===== config.mk =====
export PLATFORM = sky130hd
export DESIGN_NAME = ring_demux_capture_4
export DESIGN_NICKNAME = d
export VERILOG_FILES = /design/src/rtl/ring_demux_capture_4_pkg.sv /design/src/rtl/ring_demux_capture_4_ring_counter_4.sv /design/src/rtl/ring_demux_capture_4.sv
export SDC_FILE = /design/constraint.sdc
export NUM_CORES = 1
export LEC_CHECK = 0
export BUFFER_PORTS_ARGS = -buffer_cell sky130_fd_sc_hd__buf_2
export CAP_MARGIN = 40
export CORE_MARGIN = 2
export CORE_UTILIZATION = 43
export DETAILED_ROUTE_END_ITERATION = 8
export GPL_TIMING_DRIVEN = 0
export PLACE_DENSITY = 0.7
export SETUP_SLACK_MARGIN = 0.5
export SYNTH_ARGS = -nofsm -noshare
export SYNTH_HDL_FRONTEND = slang
export SYNTH_SLANG_ARGS = --single-unit

===== constraint.sdc =====
create_clock -name clock -period 1.27 [get_ports clock]
set_input_delay 0.254 -clock clock [delete_from_list [all_inputs] [get_ports clock]]
set_output_delay 0.254 -clock clock [all_outputs]
set_load 0.03 [all_outputs]

===== src/rtl/ring_demux_capture_4_pkg.sv =====
// Shared ring-counter constants and lane-select encodings for the 4-lane
// serial mux/demux pair (transmit and receive sides).
package ring_demux_capture_4_pkg;

  localparam int unsigned LANES = 4;

  localparam logic [LANES-1:0] RING_IDLE  = 4'b0000;
  localparam logic [LANES-1:0] RING_FIRST = 4'b1000;
  localparam logic [LANES-1:0] RING_LAST  = 4'b0001;

  typedef enum logic [LANES-1:0] {
    IDLE  = 4'b0000,
    LANE3 = 4'b1000,
    LANE2 = 4'b0100,
    LANE1 = 4'b0010,
    LANE0 = 4'b0001
  } ring_state_e;

endpackage


===== src/rtl/ring_demux_capture_4_ring_counter_4.sv =====
// One-hot 4-bit lane shifter: load arms lane 3, advance walks toward lane 0
// and then idle. Any multi-hot value falls back to idle on the next edge.
module ring_counter_4
  import ring_demux_capture_4_pkg::*;
(
  input  logic             clk_i,
  input  logic             rst_ni,
  input  logic             load_i,
  input  logic             advance_i,
  output logic [LANES-1:0] ring_o
);

  logic [LANES-1:0] ring_q;
  logic [LANES-1:0] ring_d;

  always_ff @(posedge clk_i or negedge rst_ni) begin
    if (!rst_ni) begin
      ring_q <= RING_IDLE;
    end else begin
      ring_q <= ring_d;
    end
  end

  always_comb begin
    ring_d = RING_IDLE;
    if (load_i) begin
      ring_d = RING_FIRST;
    end else begin
      case (ring_q)
        LANE3:   ring_d = advance_i ? LANE2 : LANE3;
        LANE2:   ring_d = advance_i ? LANE1 : LANE2;
        LANE1:   ring_d = advance_i ? LANE0 : LANE1;
        LANE0:   ring_d = advance_i ? IDLE  : LANE0;
        default: ring_d = RING_IDLE;
      endcase
    end
  end

  assign ring_o = ring_q;

endmodule


===== src/rtl/ring_demux_capture_4.sv =====
// Receive-side demux: steers serial bits (lane 3 first) into a lane shadow
// under a one-hot ring, then publishes the full word with a valid pulse.
module ring_demux_capture_4
  import ring_demux_capture_4_pkg::*;
(
  input  logic       clock,
  input  logic       reset_n,
  input  logic       sync,
  input  logic       step,
  input  logic       data_in,
  output logic       bit_3,
  output logic       bit_2,
  output logic       bit_1,
  output logic       bit_0,
  output logic       valid,
  output logic       busy,
  output logic       abort,
  output logic [3:0] ring_counter
);

  logic [LANES-1:0] ring;
  logic [LANES-1:0] lane_we;
  logic [LANES-1:0] shadow_q, shadow_d;
  logic [LANES-1:0] word_q, word_d;
  logic             valid_q, valid_d;
  logic             abort_q, abort_d;
  logic             complete;

  ring_counter_4 u_ring (
    .clk_i     (clock),
    .rst_ni    (reset_n),
    .load_i    (sync),
    .advance_i (step),
    .ring_o    (ring)
  );

  // One AND per lane; sync suppresses capture so the sync cycle never writes.
  assign lane_we  = {LANES{step & ~sync}} & ring;
  assign complete = step & ~sync & (ring == RING_LAST);

  always_comb begin
    shadow_d = shadow_q;
    word_d   = word_q;
    valid_d  = 1'b0;
    abort_d  = 1'b0;
    if (sync) begin
      shadow_d = '0;
      abort_d  = (ring != RING_IDLE);
    end else begin
      shadow_d = (lane_we & {LANES{data_in}}) | (~lane_we & shadow_q);
      if (complete) begin
        // Bit 0 bypasses the shadow so the word is ready on the same edge.
        word_d  = {shadow_q[3:1], data_in};
        valid_d = 1'b1;
      end
    end
  end

  always_ff @(posedge clock or negedge reset_n) begin
    if (!reset_n) begin
      shadow_q <= '0;
      word_q   <= '0;
      valid_q  <= 1'b0;
      abort_q  <= 1'b0;
    end else begin
      shadow_q <= shadow_d;
      word_q   <= word_d;
      valid_q  <= valid_d;
      abort_q  <= abort_d;
    end
  end

  assign bit_3        = word_q[3];
  assign bit_2        = word_q[2];
  assign bit_1        = word_q[1];
  assign bit_0        = word_q[0];
  assign valid        = valid_q;
  assign abort        = abort_q;
  assign busy         = |ring;
  assign ring_counter = ring;

endmodule

==> out/metrics.json, run 1 <==
{
  "place_inst": 81,
  "max_cap_viol": 0,
  "setup_viol_count_final": 9,
  "cts.htree.levels": 1,
  "gr-total-overflow": 0,
  "worst_skew_pair_latency_ps": 280,
  "clock-sinks": 13,
  "post_synth_xor_area_fraction": 0,
  "worst_path_largest_cell_delay_ps": 420,
  "worst-path-max-fanout": 5,
  "timing.final.ws_setup_ps": -134,
  "insertedDiodeCount": 0,
  "cts-root-to-sink-buffers": 2,
  "maximum_number_of_pins_on_one_net_before_global_route_repair": 14,
  "path_clk_slew_ps": 80,
  "adder_cell_fraction_of_synth_area": 0,
  "layout.nets": 102,
  "area_growth_pct": 81.9,
  "failing_checks": "negative setup slack",
  "timing_max_transition_violations_final": 0,
  "final_period_minus_worst_setup_slack_ps": 1400,
  "rsz0062_at_grt": "true",
  "flop2flop_setup_slack_ps": -130,
  "drcViolationCount": 0,
  "routed-via-count": 587,
  "stdcell_count": 111,
  "pin_count": 16,
  "tritoncts": "done",
  "die_width_um": 41.4,
  "fp-row-count": 13,
  "tightestPinTransition_ps": 290,
  "core-area_um2": 1300,
  "kind_of_capture_point_of_the_worst_setup_path": "flop",
  "max_clock_freq_mhz": 712,
  "syn-mean-instance-area_um2": 11.5,
  "dominant_combinational_cell_family_by_area_after_synthesis": "simple AND/OR/NAND/NOR gates",
  "mostFrequentLayoutCells": "buf_6 (23), buf_4 (16), dfrtp_1 (9), nand2_2 (6)",
  "compound_cell_area_share_of_the_yosys_netlist": 0.0708,
  "critPathRequiredTime_ps": 1440,
  "initial_utilization": 0.462,
  "netlist_instances": 52,
  "vdd.ir_drop.worst_v": 0.000557,
  "floorplan_die_height_um": 41.4,
  "floorplan.die_area_um2": 1710,
  "share_of_the_clock_period_used_by_the_worst_path": 1.11,
  "ys_seq_area_frac": 0.542,
  "drive_above_1_share": 0.760,
  "timing.reg2reg.worst_path_depth": 4,
  "layout.cells.most_common": "buf_6",
  "wl_um": 1800,
  "grt_pass1_vias": 475,
  "vias_per_cell": 5.29,
  "drt.antenna.violating_nets": 0,
  "powerDensity_nw_per_um2": 808,
  "totalNegativeSetupSlack_ps": -879,
  "p_leak_nw": 0.534,
  "worst_min_delay_path_class": "primary input to flop",
  "synth-seq-cells": 13,
  "numCtsBuffers": 3,
  "avgRoutedWirePerCell_um": 16.2,
  "timing.setup.critical_path_class": "flop to flop",
  "wire_length_of_the_first_global_routing_pass_um": 2190,
  "antenna_found_initial": 0,
  "synth.cell_area_um2": 601,
  "yosysWarningCount": 0,
  "drt-initial-drc-count": 25,
  "synth_simple_gate_area_share": 0.227,
  "critPathArrivalTime_ps": 1580,
  "portBuffers": 14,
  "clockRootBuffer": "clkbuf_4",
  "drtPass1Iterations": 4,
  "combined_global_route_utilization_of_all_metal_layers": 0.213,
  "gp_congestion": 0.758,
  "final_hold_viol_count": 0,
  "timing.slew.headroom": 0.807,
  "cp_slowest_cell": "dfrtp_2",
  "ordered_list_of_cells_on_the_worst_path": "buf_6, nor4b_4, nand2_2, mux2_4",
  "clock-skew-final_ps": 2.99,
  "synth_cell_type_count": 19,
  "synth.mux.area_fraction": 0.100,
  "crit_path_start_kind": "flop",
  "synth.net_count": 57,
  "detailed_placer_s_ending_hpwl_um": 788,
  "hold_path_depth": 2,
  "run_status": "finished, violations left"
}
[cells in the mapped netlist (all sizes together)]
cell	count	area [µm²]
nand3	3	15.0
nand2b	1	6.26
nor2b	1	6.26
and3b	1	8.76
nor4	3	18.8
and2	1	6.26
a21oi	5	25.0
inv	1	3.75
a31o	1	8.76
dfrtp	13	325
nor4b	1	23.8
o22a	1	8.76
nor3b	1	7.51
nor2	3	11.3
mux2	4	60.1
nand2	8	32.5
buf	4	32.5
[critical path, delay by kind of cell, from the launching register on]
family        cells  cell delay (ps)
flops             1              420
simple gates      2              420
buf+inv           1              130
mux               1              330
[worst paths after layout]
path / start / end
max in group asynchronous: reset_n / u_ring.ring_o[3]
min in group asynchronous: reset_n / word_q[0]
max: u_ring.ring_o[3] / word_q[3]
max reg2reg: u_ring.ring_o[3] / word_q[3]
min: sync / shadow_q[2]
min reg2reg: shadow_q[1] / word_q[1]
[metal layers]
metal  global-route usage  vias to the layer above  part of all wire
li1                     -                      266                 -
met1                0.275                      277              0.43
met2                0.316                       36              0.48
met3               0.0479                        8             0.066
met4                0.145                        0             0.027
met5                    0                        -                 0
[where the power goes]
part           internal (mW)  leakage (nW)  switching [mW]  total, mW
registers              0.425         0.170          0.0104      0.435
logic                 0.0871         0.348          0.0937      0.181
clock network          0.122        0.0150           0.145      0.267
[flip-flops by register name, indices dropped and copies added (netlist names)]
| register | flops |
|---|---|
| abort | 1 |
| shadow_q | 3 |
| u_ring.ring_o | 4 |
| valid | 1 |
| word_q | 4 |
[kinds of logic (layout without fill, tap and decap cells)]
group,after synthesis,after routing
multiplexers,4,4
flip-flops,13,13
AO/OA/AOI/OAI,7,7
buffers and inverters,5,49
AND/OR/NAND/NOR,23,23
[per-stage QoR]
| step | util | instance area [µm²] | power [mW] | worst slack [ps] | hold slack [ps] |
|---|---|---|---|---|---|
| final | 0.839 | 1090 | 0.883 | -134 | 181 |
| after global routing | 0.839 | 1090 | 0.913 | -187 | 180 |
| after CTS | 0.741 | 965 | 0.833 | -139 | 174 |
| after detailed placement | 0.544 | 708 | 0.543 | -132 | 153 |
| after global placement | 0.544 | 708 | 0.542 | -119 | 150 |
| after floorplan | - | 619 | 0.510 | -157 | -41.6 |
[final cells by class]
class / count / area [µm²]
well taps: 15 / 18.8
repair buffers: 40 / 370
flip-flops and latches: 13 / 330
plain buffers: 4 / 38.8
fillers: 71 / 209
clock buffers: 4 / 26.3
inverters: 1 / 3.75
multi-input cells: 34 / 304
[repair_timing]
action,in CTS,in global routing
setup endpoints to repair,24,24
pin swaps,9,5
endpoints found under the hold margin,13,0
resized for setup,35,12
hold buffers,1,0
buffers inserted,14,11
Note: power is estimated with default switching activity, not from simulation.
==> run 2: changes to the inputs <==
--- a/config.mk
+++ b/config.mk
@@ -12,7 +12,7 @@
 export DETAILED_ROUTE_END_ITERATION = 8
 export GPL_TIMING_DRIVEN = 0
 export PLACE_DENSITY = 0.7
-export SETUP_SLACK_MARGIN = 0.5
+export SETUP_SLACK_MARGIN = 0.4
 export SYNTH_ARGS = -nofsm -noshare
 export SYNTH_HDL_FRONTEND = slang
 export SYNTH_SLANG_ARGS = --single-unit
==> run 2 against run 1 <==
Compared with the run above:
- the flow still finishes with violations (negative setup slack)
- setup slack worse by 35 ps
- clock skew is 4.6 ps higher
- via count increased by 2.0%
- clock power barely moved
- register-to-register slack worse by 40 ps
- global-route usage rose by 1.0 points
- core utilization is 0.096 points higher
- non-clock buffer count shrank 2
- design area grew 0.11%
- maximum frequency fell by 2.5%
- critical endpoint is now word_q[0]
==> out/metrics.json, run 2 (synthesized netlist as in run 1, its figures left out) <==
{
  "run_status": "finished, violations left",
  "failing_checks": "negative setup slack",
  "area_growth_pct": 82.1,
  "clock-skew-final_ps": 7.62,
  "path_buf_inv": 1,
  "portBuffers": 14,
  "timing.final.ws_setup_ps": -170,
  "vdd.ir_drop.worst_v": 0.000528,
  "core-area_um2": 1300,
  "critPathRequiredTime_ps": 1430,
  "pin_count": 16,
  "tightestPinTransition_ps": 296,
  "wl_um": 1910,
  "gp_congestion": 0.730,
  "n_fill_cell": 65,
  "timing_max_transition_violations_final": 0,
  "timing.slew.headroom": 0.802,
  "crit_path_start_kind": "flop",
  "postLayoutCellArea_um2": 1090,
  "numCtsBuffers": 3,
  "stdcell_count": 109,
  "powerDensity_nw_per_um2": 825,
  "rsz0062_at_grt": "true",
  "vias_per_cell": 5.50,
  "critPathArrivalTime_ps": 1600,
  "floorplan.die_area_um2": 1710,
  "path_clk_slew_ps": 90,
  "timing.setup.critical_path_class": "flop to flop",
  "worst_path_largest_cell_delay_ps": 430,
  "wire_length_of_the_first_global_routing_pass_um": 2330,
  "final_period_minus_worst_setup_slack_ps": 1440,
  "setup_viol_count_final": 8,
  "drt.antenna.violating_nets": 0,
  "die_width_um": 41.4,
  "share_of_the_clock_period_used_by_the_worst_path": 1.13,
  "cts.htree.levels": 1,
  "drcViolationCount": 0,
  "cts-root-to-sink-buffers": 2,
  "initial_utilization": 0.462,
  "drtPass1Iterations": 4,
  "antenna_found_initial": 0,
  "clockRootBuffer": "clkbuf_4",
  "place_inst": 81,
  "drive_above_1_share": 0.755,
  "critical_path.top_delay_family": "flip-flops",
  "dpl_worst_slack_ps": -110,
  "drt-initial-drc-count": 12,
  "grt_pass1_vias": 527,
  "layout.nets": 100,
  "floorplan_die_height_um": 41.4,
  "p_leak_nw": 0.522,
  "cp_slowest_cell": "dfrtp_2",
  "ordered_list_of_cells_on_the_worst_path": "buf_6, nor4b_4, nand2_2, mux2_4",
  "combined_global_route_utilization_of_all_metal_layers": 0.224,
  "max_cap_viol": 0,
  "layout.cells.most_common": "buf_6",
  "insertedDiodeCount": 0,
  "final_hold_viol_count": 0,
  "detailed_placer_s_ending_hpwl_um": 771,
  "max_clock_freq_mhz": 695,
  "dpl_cell_area_um2": 708,
  "worst_min_delay_path_class": "primary input to flop",
  "kind_of_capture_point_of_the_worst_setup_path": "flop",
  "tritoncts": "done",
  "avgRoutedWirePerCell_um": 17.5,
  "routed-via-count": 599,
  "worst-path-max-fanout": 5,
  "mostFrequentLayoutCells": "buf_6 (24), buf_4 (13), dfrtp_1 (9), nand2_2 (7)",
  "gr-total-overflow": 0,
  "maximum_number_of_pins_on_one_net_before_global_route_repair": 14,
  "fp-row-count": 13,
  "clock-sinks": 13,
  "report.power.total_mw": 0.902,
  "worst_skew_pair_latency_ps": 280
}
## run 2: where the power goes
part	total, mW	switching [mW]	internal, mW	leakage (nW)
Clock	0.266	0.144	0.122	0.0150
Combinational	0.200	0.101	0.0992	0.337
Sequential	0.436	0.0108	0.425	0.170
## run 2: path summary, 6_finish.rpt
check / start / to / slack, ps / cells past startpoint
worst max-delay path: u_ring.ring_o[3] / word_q[0] / -170 / 4
worst min register to register: shadow_q[1] / word_q[1] / 540 / 1
worst max register to register: u_ring.ring_o[3] / word_q[0] / -170 / 4
worst min-delay path: sync / shadow_q[2] / 200 / 2
min in group asynchronous: reset_n / abort / 380 / 2
max in group asynchronous: reset_n / u_ring.ring_o[2] / 630 / 2
## run 2: stage by stage
stage | utilization | hold slack (ps) | TNS, ps
final | 0.840 | 196 | -860
after global placement | 0.544 | 153 | -449
after detailed placement | 0.544 | 150 | -413
after floorplan | - | -41.6 | -629
after global routing | 0.840 | 173 | -1120
after CTS | 0.773 | 192 | -536
## run 2: area by class of cell
type	instances	area, µm²	share of cell area
buffer	4	38.8	0.0355
clock buffer	4	26.3	0.0240
inverter	1	3.75	0.00343
multi-input combinational	34	317	0.289
sequential	13	330	0.302
tap	15	18.8	0.0172
timing repair buffer	38	359	0.328
## run 2: repair_timing
item,4_1_cts,5_1_grt
hold buffers,1,0
setup buffers,16,7
cloned,0,0
pin swaps,9,4
endpoints found under the hold margin,13,0
gates resized for setup,40,11
setup endpoints to repair,21,24
## run 2: per-layer routing
layer	up-vias	GRT usage	share of wire	routed length, µm
li1	263	-	-	-
met1	298	0.275	0.42	795
met2	30	0.352	0.50	953
met3	8	0.0532	0.045	86
met4	0	0.137	0.040	76
met5	-	0	0	0
==> run 3: changes to the inputs <==
--- a/config.mk
+++ b/config.mk
@@ -5,14 +5,18 @@
 export SDC_FILE = /design/constraint.sdc
 export NUM_CORES = 1
 export LEC_CHECK = 0
+export ABC_AREA = 1
 export BUFFER_PORTS_ARGS = -buffer_cell sky130_fd_sc_hd__buf_2
 export CAP_MARGIN = 40
+export CELL_PAD_IN_SITES_DETAIL_PLACEMENT = 0
+export CELL_PAD_IN_SITES_GLOBAL_PLACEMENT = 1
 export CORE_MARGIN = 2
-export CORE_UTILIZATION = 43
+export CORE_UTILIZATION = 32
 export DETAILED_ROUTE_END_ITERATION = 8
 export GPL_TIMING_DRIVEN = 0
-export PLACE_DENSITY = 0.7
+export PLACE_DENSITY_LB_ADDON = 0.1
 export SETUP_SLACK_MARGIN = 0.4
+export SKIP_CTS_REPAIR_TIMING = 1
 export SYNTH_ARGS = -nofsm -noshare
 export SYNTH_HDL_FRONTEND = slang
 export SYNTH_SLANG_ARGS = --single-unit
==> run 3 against run 2 <==
Compared with the run above:
- the flow still finishes with violations (negative setup slack)
- sequential share of layout area increased by 3.3 points
- first-iteration DRC count increased by 42%
- synthesized cell count increased by 37%
- non-clock buffer count decreased by 16
- core utilization decreased by 29 points
- worst hold slack improved by 6.7 ps
- critical path type is now flop to output pin
- critical endpoint is now busy
- largest power group unchanged
==> out/metrics.json, run 3 <==
{
  "timing.final.ws_setup_ps": -44.0,
  "detailed_placer_s_ending_hpwl_um": 931,
  "run_status": "finished, violations left",
  "antenna_found_initial": 0,
  "synth-seq-cells": 13,
  "powerDensity_nw_per_um2": 898,
  "synth-async-reset-ratio": 1.00,
  "fp-row-count": 15,
  "drive_above_1_share": 0.525,
  "critPathRequiredTime_ps": 1020,
  "clockRootBuffer": "clkbuf_4",
  "routed-via-count": 587,
  "maximum_number_of_pins_on_one_net_before_global_route_repair": 14,
  "timing.setup.critical_path_class": "flop to output pin",
  "p_leak_nw": 0.494,
  "worst-path-max-fanout": 3,
  "gr-total-overflow": 0,
  "combined_global_route_utilization_of_all_metal_layers": 0.144,
  "post_synth_most_frequent_cells": "nand2_1 (20), dfrtp_1 (13), nand3_1 (9), inv_1 (6)",
  "grt_pass1_vias": 464,
  "n_fill_cell": 171,
  "vias_per_cell": 4.66,
  "mostFrequentLayoutCells": "nand2_1 (18), buf_6 (14), dfrtp_1 (9), buf_4 (7)",
  "kind_of_capture_point_of_the_worst_setup_path": "output pin",
  "wl_um": 1540,
  "die_width_um": 48.1,
  "synth-edff-count": 0,
  "share_of_the_clock_period_used_by_the_worst_path": 1.03,
  "tritoncts": "done",
  "core-area_um2": 1780,
  "drcViolationCount": 0,
  "place_inst": 111,
  "gp_congestion": 0.744,
  "synth_top_cell_by_area": "dfrtp_1",
  "tightestPinTransition_ps": 309,
  "initial_utilization": 0.349,
  "timing_max_transition_violations_final": 0,
  "worst_min_delay_path_class": "primary input to flop",
  "layout.nets": 107,
  "max_cap_viol": 0,
  "failing_checks": "negative setup slack",
  "insertedDiodeCount": 0,
  "max_clock_freq_mhz": 761,
  "hold_path_depth": 2,
  "numCtsBuffers": 3,
  "drt-initial-drc-count": 17,
  "worst_skew_pair_latency_ps": 280,
  "floorplan_die_height_um": 48.1,
  "syn-mean-instance-area_um2": 8.76,
  "synth_top_area_frac": 0.523,
  "area_growth_pct": 58.8,
  "drt.antenna.violating_nets": 0,
  "dpl_cell_area_um2": 748,
  "pin_count": 16,
  "ys_seq_area_frac": 0.523,
  "floorplan.die_area_um2": 2310,
  "synth.most_common_cell": "nand2_1",
  "avgRoutedWirePerCell_um": 12.2,
  "synth.area.top_cells": "dfrtp_1 (52%), nand2_1 (12%), nand3_1 (7.2%), nand4_1 (4.0%), o21ai_1 (4.0%)",
  "cts-root-to-sink-buffers": 2,
  "drtPass1Iterations": 4,
  "synth.net_count": 76,
  "stdcell_count": 126,
  "crit_path_start_kind": "flop",
  "cts.htree.levels": 1,
  "yosysWarningCount": 0,
  "setup_viol_count_final": 1,
  "synth.cell_area_um2": 622,
  "flop2flop_setup_slack_ps": 90,
  "portBuffers": 15,
  "layout.cells.most_common": "nand2_1",
  "timing.slew.headroom": 0.794,
  "critPathArrivalTime_ps": 1060,
  "ys_dominant_reg_cell": "dfrtp_1",
  "rsz0062_at_grt": "true",
  "vdd.ir_drop.worst_v": 0.000461,
  "synth_cell_type_count": 14,
  "wire_length_of_the_first_global_routing_pass_um": 2180,
  "final_period_minus_worst_setup_slack_ps": 1310,
  "final_hold_viol_count": 0,
  "timing.reg2reg.worst_path_depth": 6,
  "path_clk_slew_ps": 90,
  "postLayoutCellArea_um2": 987,
  "clock-sinks": 13,
  "netlist_instances": 71,
  "clock-skew-final_ps": 10.7
}
run 3: path summary, 6_finish.rpt:
kind / from / to
worst max-delay path: u_ring.ring_o[2] / busy
worst min-delay path: step / u_ring.ring_o[3]
worst max register to register: u_ring.ring_o[1] / word_q[3]
worst min register to register: word_q[2] / word_q[2]
max in group asynchronous: reset_n / u_ring.ring_o[0]
min in group asynchronous: reset_n / shadow_q[3]
run 3: area by class of cell:
| class | count | area [µm²] | share of cell area |
|---|---|---|---|
| multi-input cells | 47 | 310 | 0.314 |
| clock buffers | 4 | 26.3 | 0.0266 |
| repair buffers | 26 | 240 | 0.243 |
| flip-flops and latches | 13 | 330 | 0.335 |
| well taps | 25 | 31.3 | 0.0317 |
| inverters | 11 | 48.8 | 0.0494 |
run 3: kinds of logic (layout without fill, tap and decap cells):
logic type,Yosys count,in the layout,share of synthesized area
compound gates,6,6,0.0483
buf+inv,11,41,0.0664
simple gates,41,41,0.362
flops,13,13,0.523
run 3: critical path, cell delays in order, from the launching register on:
cell and delay (ps):
dfrtp_2 440, nor2_4 150, nand2_4 50, buf_6 130
run 3: layer usage:
metal / wire (µm) / global-route usage / vias to the layer above
li1: - / - / 291
met3: 56 / 0.0453 / 2
met4: 12 / 0.0811 / 0
met2: 747 / 0.179 / 14
met5: 0 / 0 / -
met1: 722 / 0.212 / 280
run 3: where the power goes:
group / leakage [nW] / total, mW / internal [mW] / switching, mW
Combinational: 0.309 / 0.182 / 0.0754 / 0.107
Clock: 0.0150 / 0.265 / 0.122 / 0.144
Sequential: 0.169 / 0.439 / 0.428 / 0.0113
run 3: stage by stage:
stage                     power, mW   util  setup slack, ps  hold slack, ps  setup TNS (ps)
final                         0.887  0.554            -44.0             203           -44.0
after global routing          0.932  0.554            -88.0             213           -92.2
after CTS                     0.834  0.434             -184            -143            -184
after global placement        0.568  0.420              134             162               0
after detailed placement      0.568  0.420              129             163               0
after floorplan               0.525      -              203           -41.6               0
